`config.mk`:
```
export PLATFORM = sky130hd
export DESIGN_NAME = pipeline_ctrl
export DESIGN_NICKNAME = d
export VERILOG_FILES = /design/src/rtl/pipeline_ctrl_pkg.sv /design/src/rtl/pipeline_ctrl.sv
export SDC_FILE = /design/constraint.sdc
export NUM_CORES = 1
export LEC_CHECK = 0
export ABC_CLOCK_PERIOD_IN_PS = 3500
export CAP_MARGIN = 10
export CORE_MARGIN = 1.5
export CORE_UTILIZATION = 50
export CTS_BUF_LIST = sky130_fd_sc_hd__clkbuf_16
export DETAILED_ROUTE_END_ITERATION = 12
export PLACE_DENSITY = 0.84
export SLEW_MARGIN = 20
export SYNTH_ARGS = -nofsm -noshare
export SYNTH_HDL_FRONTEND = slang
export SYNTH_SLANG_ARGS = --single-unit
```
`constraint.sdc`:
```
create_clock -name clock -period 3.5 [get_ports clock]
set_clock_uncertainty 0.05 [all_clocks]
set_input_delay 0.7 -clock clock [delete_from_list [all_inputs] [get_ports clock]]
set_output_delay 0.7 -clock clock [all_outputs]
set_load 0.02 [all_outputs]
```
`src/rtl/pipeline_ctrl_pkg.sv`:
```
// ---------------------------------------------------------------------------
// pipeline_ctrl_pkg
// Shared constants for the pipeline controller:
//   - stall bus encodings (bit0 PC, bit1 IF/ID, bit2 ID/EX, bit3 EX/MEM,
//     bit4 MEM/WB, bit5 WB)
//   - exception codes and the fixed exception handler address
//   - controller FSM state codes
//   - redirect_target(): selects the PC a flush redirects to
// ---------------------------------------------------------------------------
package pipeline_ctrl_pkg;

    localparam int SIGNAL_BUS = 6;

    localparam logic [SIGNAL_BUS-1:0] STALL_NONE = 6'b000000;
    localparam logic [SIGNAL_BUS-1:0] STALL_IF   = 6'b000011;
    localparam logic [SIGNAL_BUS-1:0] STALL_ID   = 6'b000111;
    localparam logic [SIGNAL_BUS-1:0] STALL_EX   = 6'b001111;
    localparam logic [SIGNAL_BUS-1:0] STALL_MEM  = 6'b011111;
    localparam logic [SIGNAL_BUS-1:0] STALL_ALL  = 6'b111111;

    localparam logic [31:0] EXC_NONE               = 32'h00000000;
    localparam logic [31:0] EXC_ERET               = 32'h0000000e;
    localparam logic [31:0] EXCEPTION_HANDLER_ADDR = 32'h00000020;

    typedef enum logic [1:0] {
        ST_RUN   = 2'd0,
        ST_HOLD  = 2'd1,
        ST_PEND  = 2'd2,
        ST_FLUSH = 2'd3
    } state_t;

    // ERET returns to the saved EPC; every other exception enters the handler.
    function automatic logic [31:0] redirect_target(input logic [31:0] code,
                                                    input logic [31:0] epc);
        return (code == EXC_ERET) ? epc : EXCEPTION_HANDLER_ADDR;
    endfunction

endpackage

```
`src/rtl/pipeline_ctrl.sv`:
```
// ---------------------------------------------------------------------------
// pipeline_ctrl
// Central stall / flush controller for a 5-stage pipeline.
//
// Ports
//   clock                  in   rising-edge clock
//   reset                  in   synchronous, active-high
//   stall_request_from_if  in   IF stage hold request
//   stall_request_from_id  in   ID stage hold request
//   stall_request_from_ex  in   EX stage hold request
//   stall_request_from_mem in   MEM stage hold request
//   exception_type[31:0]   in   MEM-stage exception code, 0 = none
//   cp0_epc[31:0]          in   return address used by ERET
//   stall[5:0]             out  per-buffer hold (bit0 PC .. bit5 WB)
//   flush                  out  one-cycle clear of every pipeline buffer
//   new_pc[31:0]           out  redirect target, meaningful while flush=1
//   fsm_state              out  controller state, for observation
//   stall_cycles[31:0]     out  saturating count of stalled cycles
//                               (only with PIPELINE_CTRL_STALL_COUNT_EN)
//
// Build option
//   PIPELINE_CTRL_STALL_COUNT_EN  adds the stall_cycles counter and port.
//
// Behaviour summary
//   RUN/HOLD : stall follows the requests combinationally, deepest stage wins.
//   exception with MEM free  : stall all, flush on the next cycle.
//   exception with MEM busy  : PEND (stall all, exception latched) until MEM
//                              drops its request, then flush.
//   FLUSH    : one cycle, flush=1, stall=0, new exceptions ignored.
// ---------------------------------------------------------------------------
module pipeline_ctrl
    import pipeline_ctrl_pkg::*;
(
    input  logic                  clock,
    input  logic                  reset,
    input  logic                  stall_request_from_if,
    input  logic                  stall_request_from_id,
    input  logic                  stall_request_from_ex,
    input  logic                  stall_request_from_mem,
    input  logic [31:0]           exception_type,
    input  logic [31:0]           cp0_epc,
    output logic [SIGNAL_BUS-1:0] stall,
    output logic                  flush,
    output logic [31:0]           new_pc,
`ifdef PIPELINE_CTRL_STALL_COUNT_EN
    output logic [31:0]           stall_cycles,
`endif
    output state_t                fsm_state
);

    state_t      state_q, state_d;
    logic        flush_q, flush_d;
    logic [31:0] new_pc_q, new_pc_d;
    logic [31:0] exc_code_q, exc_code_d;
    logic [31:0] epc_q, epc_d;

    logic                  any_req;
    logic                  exc_seen;
    logic [SIGNAL_BUS-1:0] req_stall;

    assign any_req  = stall_request_from_if | stall_request_from_id |
                      stall_request_from_ex | stall_request_from_mem;
    assign exc_seen = (exception_type != EXC_NONE);

    // Holding a stage must also hold every stage in front of it, so the
    // deepest requester decides the whole bus.
    always_comb begin
        if (stall_request_from_mem)     req_stall = STALL_MEM;
        else if (stall_request_from_ex) req_stall = STALL_EX;
        else if (stall_request_from_id) req_stall = STALL_ID;
        else if (stall_request_from_if) req_stall = STALL_IF;
        else                            req_stall = STALL_NONE;
    end

    always_comb begin
        state_d    = state_q;
        stall      = STALL_NONE;
        flush_d    = 1'b0;
        new_pc_d   = new_pc_q;
        exc_code_d = exc_code_q;
        epc_d      = epc_q;

        case (state_q)
            ST_RUN, ST_HOLD: begin
                if (exc_seen) begin
                    stall = STALL_ALL;
                    if (stall_request_from_mem) begin
                        // MEM is still busy: the flush would kill an access
                        // in flight, so remember the exception and wait.
                        state_d    = ST_PEND;
                        exc_code_d = exception_type;
                        epc_d      = cp0_epc;
                    end else begin
                        state_d  = ST_FLUSH;
                        flush_d  = 1'b1;
                        new_pc_d = redirect_target(exception_type, cp0_epc);
                    end
                end else begin
                    stall   = req_stall;
                    state_d = any_req ? ST_HOLD : ST_RUN;
                end
            end

            ST_PEND: begin
                stall = STALL_ALL;
                if (!stall_request_from_mem) begin
                    state_d    = ST_FLUSH;
                    flush_d    = 1'b1;
                    new_pc_d   = redirect_target(exc_code_q, epc_q);
                    exc_code_d = EXC_NONE;
                    epc_d      = 32'h0;
                end
            end

            ST_FLUSH: begin
                // Buffers are being cleared; anything presented this cycle
                // comes from an instruction that is being discarded.
                stall   = STALL_NONE;
                state_d = ST_RUN;
            end

            default: begin
                state_d = ST_RUN;
            end
        endcase
    end

    always_ff @(posedge clock) begin
        if (reset) begin
            state_q    <= ST_RUN;
            flush_q    <= 1'b0;
            new_pc_q   <= 32'h0;
            exc_code_q <= EXC_NONE;
            epc_q      <= 32'h0;
        end else begin
            state_q    <= state_d;
            flush_q    <= flush_d;
            new_pc_q   <= new_pc_d;
            exc_code_q <= exc_code_d;
            epc_q      <= epc_d;
        end
    end

    assign flush     = flush_q;
    assign new_pc    = new_pc_q;
    assign fsm_state = state_q;

`ifdef PIPELINE_CTRL_STALL_COUNT_EN
    logic [31:0] stall_cycles_q;

    always_ff @(posedge clock) begin
        if (reset) begin
            stall_cycles_q <= 32'h0;
        end else if ((stall != STALL_NONE) && (stall_cycles_q != 32'hFFFFFFFF)) begin
            stall_cycles_q <= stall_cycles_q + 32'd1;
        end
    end

    assign stall_cycles = stall_cycles_q;
`endif

endmodule
```
==> results.sh <==
export IMPL_outcome="finished clean"
export IMPL_h_tree_depth=3
export IMPL_antenna_found_initial=0
export IMPL_synthDistinctLibCells=32
export IMPL_cpMaxStageDelayCell="clkdlybuf4s50_1"
export IMPL_slew_violations=0
export IMPL_path_clk_slew_ns=0.07
export IMPL_rows=31
export IMPL_grt_pass1_vias=2943
export IMPL_synth_compound_area_share=0.311
export IMPL_max_clock_path_buffers=2
export IMPL_synth_top_family_by_area="compound AO/OA/AOI/OAI gates"
export IMPL_drt_iter0_drc=137
export IMPL_synthTopCellsByArea="dfxtp_1, a22o_1, o2bb2ai_1"
export IMPL_grt_max_degree=48
export IMPL_p_total_w=0.00244
export IMPL_p_per_area_nw_per_um2=477
export IMPL_via_per_inst=5.86
export IMPL_synth_main_ff_cell="dfxtp_1"
export IMPL_slowest_delay_ns=0.56
export IMPL_crit_start="exception_type[12]"
export IMPL_grt_pass1_wl_um=14600
export IMPL_slew_headroom=0.744
export IMPL_syn_nets=383
export IMPL_drt_pass1_iterations=4
export IMPL_crit_family="buffers and inverters"
export IMPL_end_kind="primary output"
export IMPL_fin_area_um2=5120
export IMPL_antenna_cells=0
export IMPL_synth_largest_area_cell="dfxtp_1"
export IMPL_die_w_um=88.9
export IMPL_vias=3045
export IMPL_finalSetupViolCount=0
export IMPL_place_hpwl_um=5980
export IMPL_overflow=0
export IMPL_worst_ir_drop_vdd_mv=0.251
export IMPL_leakage_nw=1.87
export IMPL_drv_cap=0
export IMPL_syn_to_final_growth_pct=39.0
export IMPL_num_io_pins=111
export IMPL_synthMuxAreaShare=0.00271
export IMPL_drive_gt1_frac=0.0950
export IMPL_cp_start_kind="input port"
export IMPL_ys_ff_latch=99
export IMPL_cpMostUsedCell="clkdlybuf4s50_1"
export IMPL_netlist_area_um2=3690
export IMPL_cts_buffers=9
export IMPL_cts_tree="done"
export IMPL_ctsHoldBuffers=0
export IMPL_crit_chain="clkdlybuf4s50_1, nor4_2, nand4_2, nor3_4, a21oi_1, clkdlybuf4s50_1"
export IMPL_avgRoutedWirePerCell_um=17.9
export IMPL_final_cell_mix="clkdlybuf4s50_1, dfxtp_1, a22o_1, o2bb2ai_1, a22oi_1"
export IMPL_period_share=0.983
export IMPL_ant_nets=0
export IMPL_rr_startpoint="fsm_state[1]"
export IMPL_min_period_ns=3.44
export IMPL_hold_path_class="reg -> reg"
export IMPL_syn_instance_count=313
export IMPL_seq_area_frac_synth=0.537
export IMPL_die_height_um=88.9
export IMPL_cp_num_buf_inv=2
export IMPL_synth_xor_area_share=0
export IMPL_die_area_um2=7900
export IMPL_critPathKind="in -> out"
export IMPL_insertion_delay_ns=0.33
export IMPL_post_route_util=0.714
export IMPL_synth_fa_ha_area_frac=0
export IMPL_final_nets=487
export IMPL_drt_wl_total_um=9310
export IMPL_tightest_slew_ns=0.380
export IMPL_place_congestion=0.802
export IMPL_max_freq_mhz=291
export IMPL_min_delay_start="new_pc[15]"
export IMPL_track_usage=0.239
export IMPL_drc=0
export IMPL_start_util=0.514
export IMPL_cts_sinks=99
export IMPL_pre_cts_ws_ns=-0.0157
export IMPL_synth_top_area_frac=0.537
export IMPL_setup_ws_ns=0.0581
export IMPL_avgSynthCellArea_um2=11.8
export IMPL_synthArstFlopShare=0
export IMPL_finalHoldViolCount=0
export IMPL_place_port_buffers=110
export IMPL_final_common_cell="clkdlybuf4s50_1"
export IMPL_synth_enable_flop_cells=0
export IMPL_cp_max_fo=6
export IMPL_place_area_um2=4780
export IMPL_cts_root_buf="clkbuf_16"
export IMPL_yosysWarnings=0
export IMPL_crit_arrival_ns=2.69
export IMPL_fp_coreArea_um2=7180
export IMPL_required_ns=2.75
export IMPL_synthSimpleGateAreaFrac=0.0733
through the flow:
step | setup TNS (ns) | hold slack [ns] | instances
after floorplan | 0 | 0.390 | 313
after global placement | 0 | 0.393 | 503
after detailed placement | -0.0448 | 0.395 | 503
after CTS | 0 | 0.416 | 519
after global routing | -0.323 | 0.431 | 520
final | 0 | 0.412 | 520
layer usage:
| metal | vias up | routed length [µm] | track usage |
|---|---|---|---|
| li1 | 1451 | - | - |
| met1 | 1490 | 4130 | 0.325 |
| met2 | 90 | 4600 | 0.383 |
| met3 | 14 | 431 | 0.0364 |
| met4 | 0 | 150 | 0.0980 |
| met5 | - | 0 | 0 |
path summary, 6_finish.rpt:
kind / to / slack, ns / cells past startpoint
max: stall[1] / 0.06 / 6
min: new_pc[15] / 0.41 / 1
max reg2reg: epc_q[26] / 1.42 / 7
min reg2reg: new_pc[15] / 0.41 / 1
timing repair:
action	4_1_cts	5_1_grt
gates resized for setup	0	3
buffers inserted	1	1
setup endpoints to repair	5	6
pin swaps	1	1
cells in the mapped netlist, drive strengths merged (3+ instances only):
master,instances
o2bb2ai,32
nor3,6
nand2b,3
a21oi,4
dfxtp,99
a22oi,31
clkbuf,7
inv,5
nand4,4
nor2,7
nor4,14
buf,23
a22o,65
where the power goes:
part	internal (W)	switching (W)
combinational	0.000133	0.000113
clock	0.000617	0.000387
sequential	0.00117	0.0000236
flip-flops by register name, summed over array words and instances, names as in the netlist:
register,count
epc_q,32
exc_code_q,32
fsm_state,2
new_pc,32
flush,1
final cells by class:
| class | instances | area, µm² |
|---|---|---|
| clock buffers | 9 | 225 |
| repair buffers | 123 | 1220 |
| well taps | 99 | 124 |
| flip-flops and latches | 99 | 1980 |
| inverters | 5 | 18.8 |
| fillers | 509 | 2050 |
| multi-input cells | 179 | 1470 |
| clock inverters | 6 | 81.3 |
cells by family (layout without fill, tap and decap cells):
kind of cell,count (synthesis),after routing
AO/OA/AOI/OAI,137,137
multiplexers,1,1
AND/OR/NAND/NOR,41,41
flip-flops,99,99
buffers and inverters,35,143
Power figures use the tool's default switching activity.
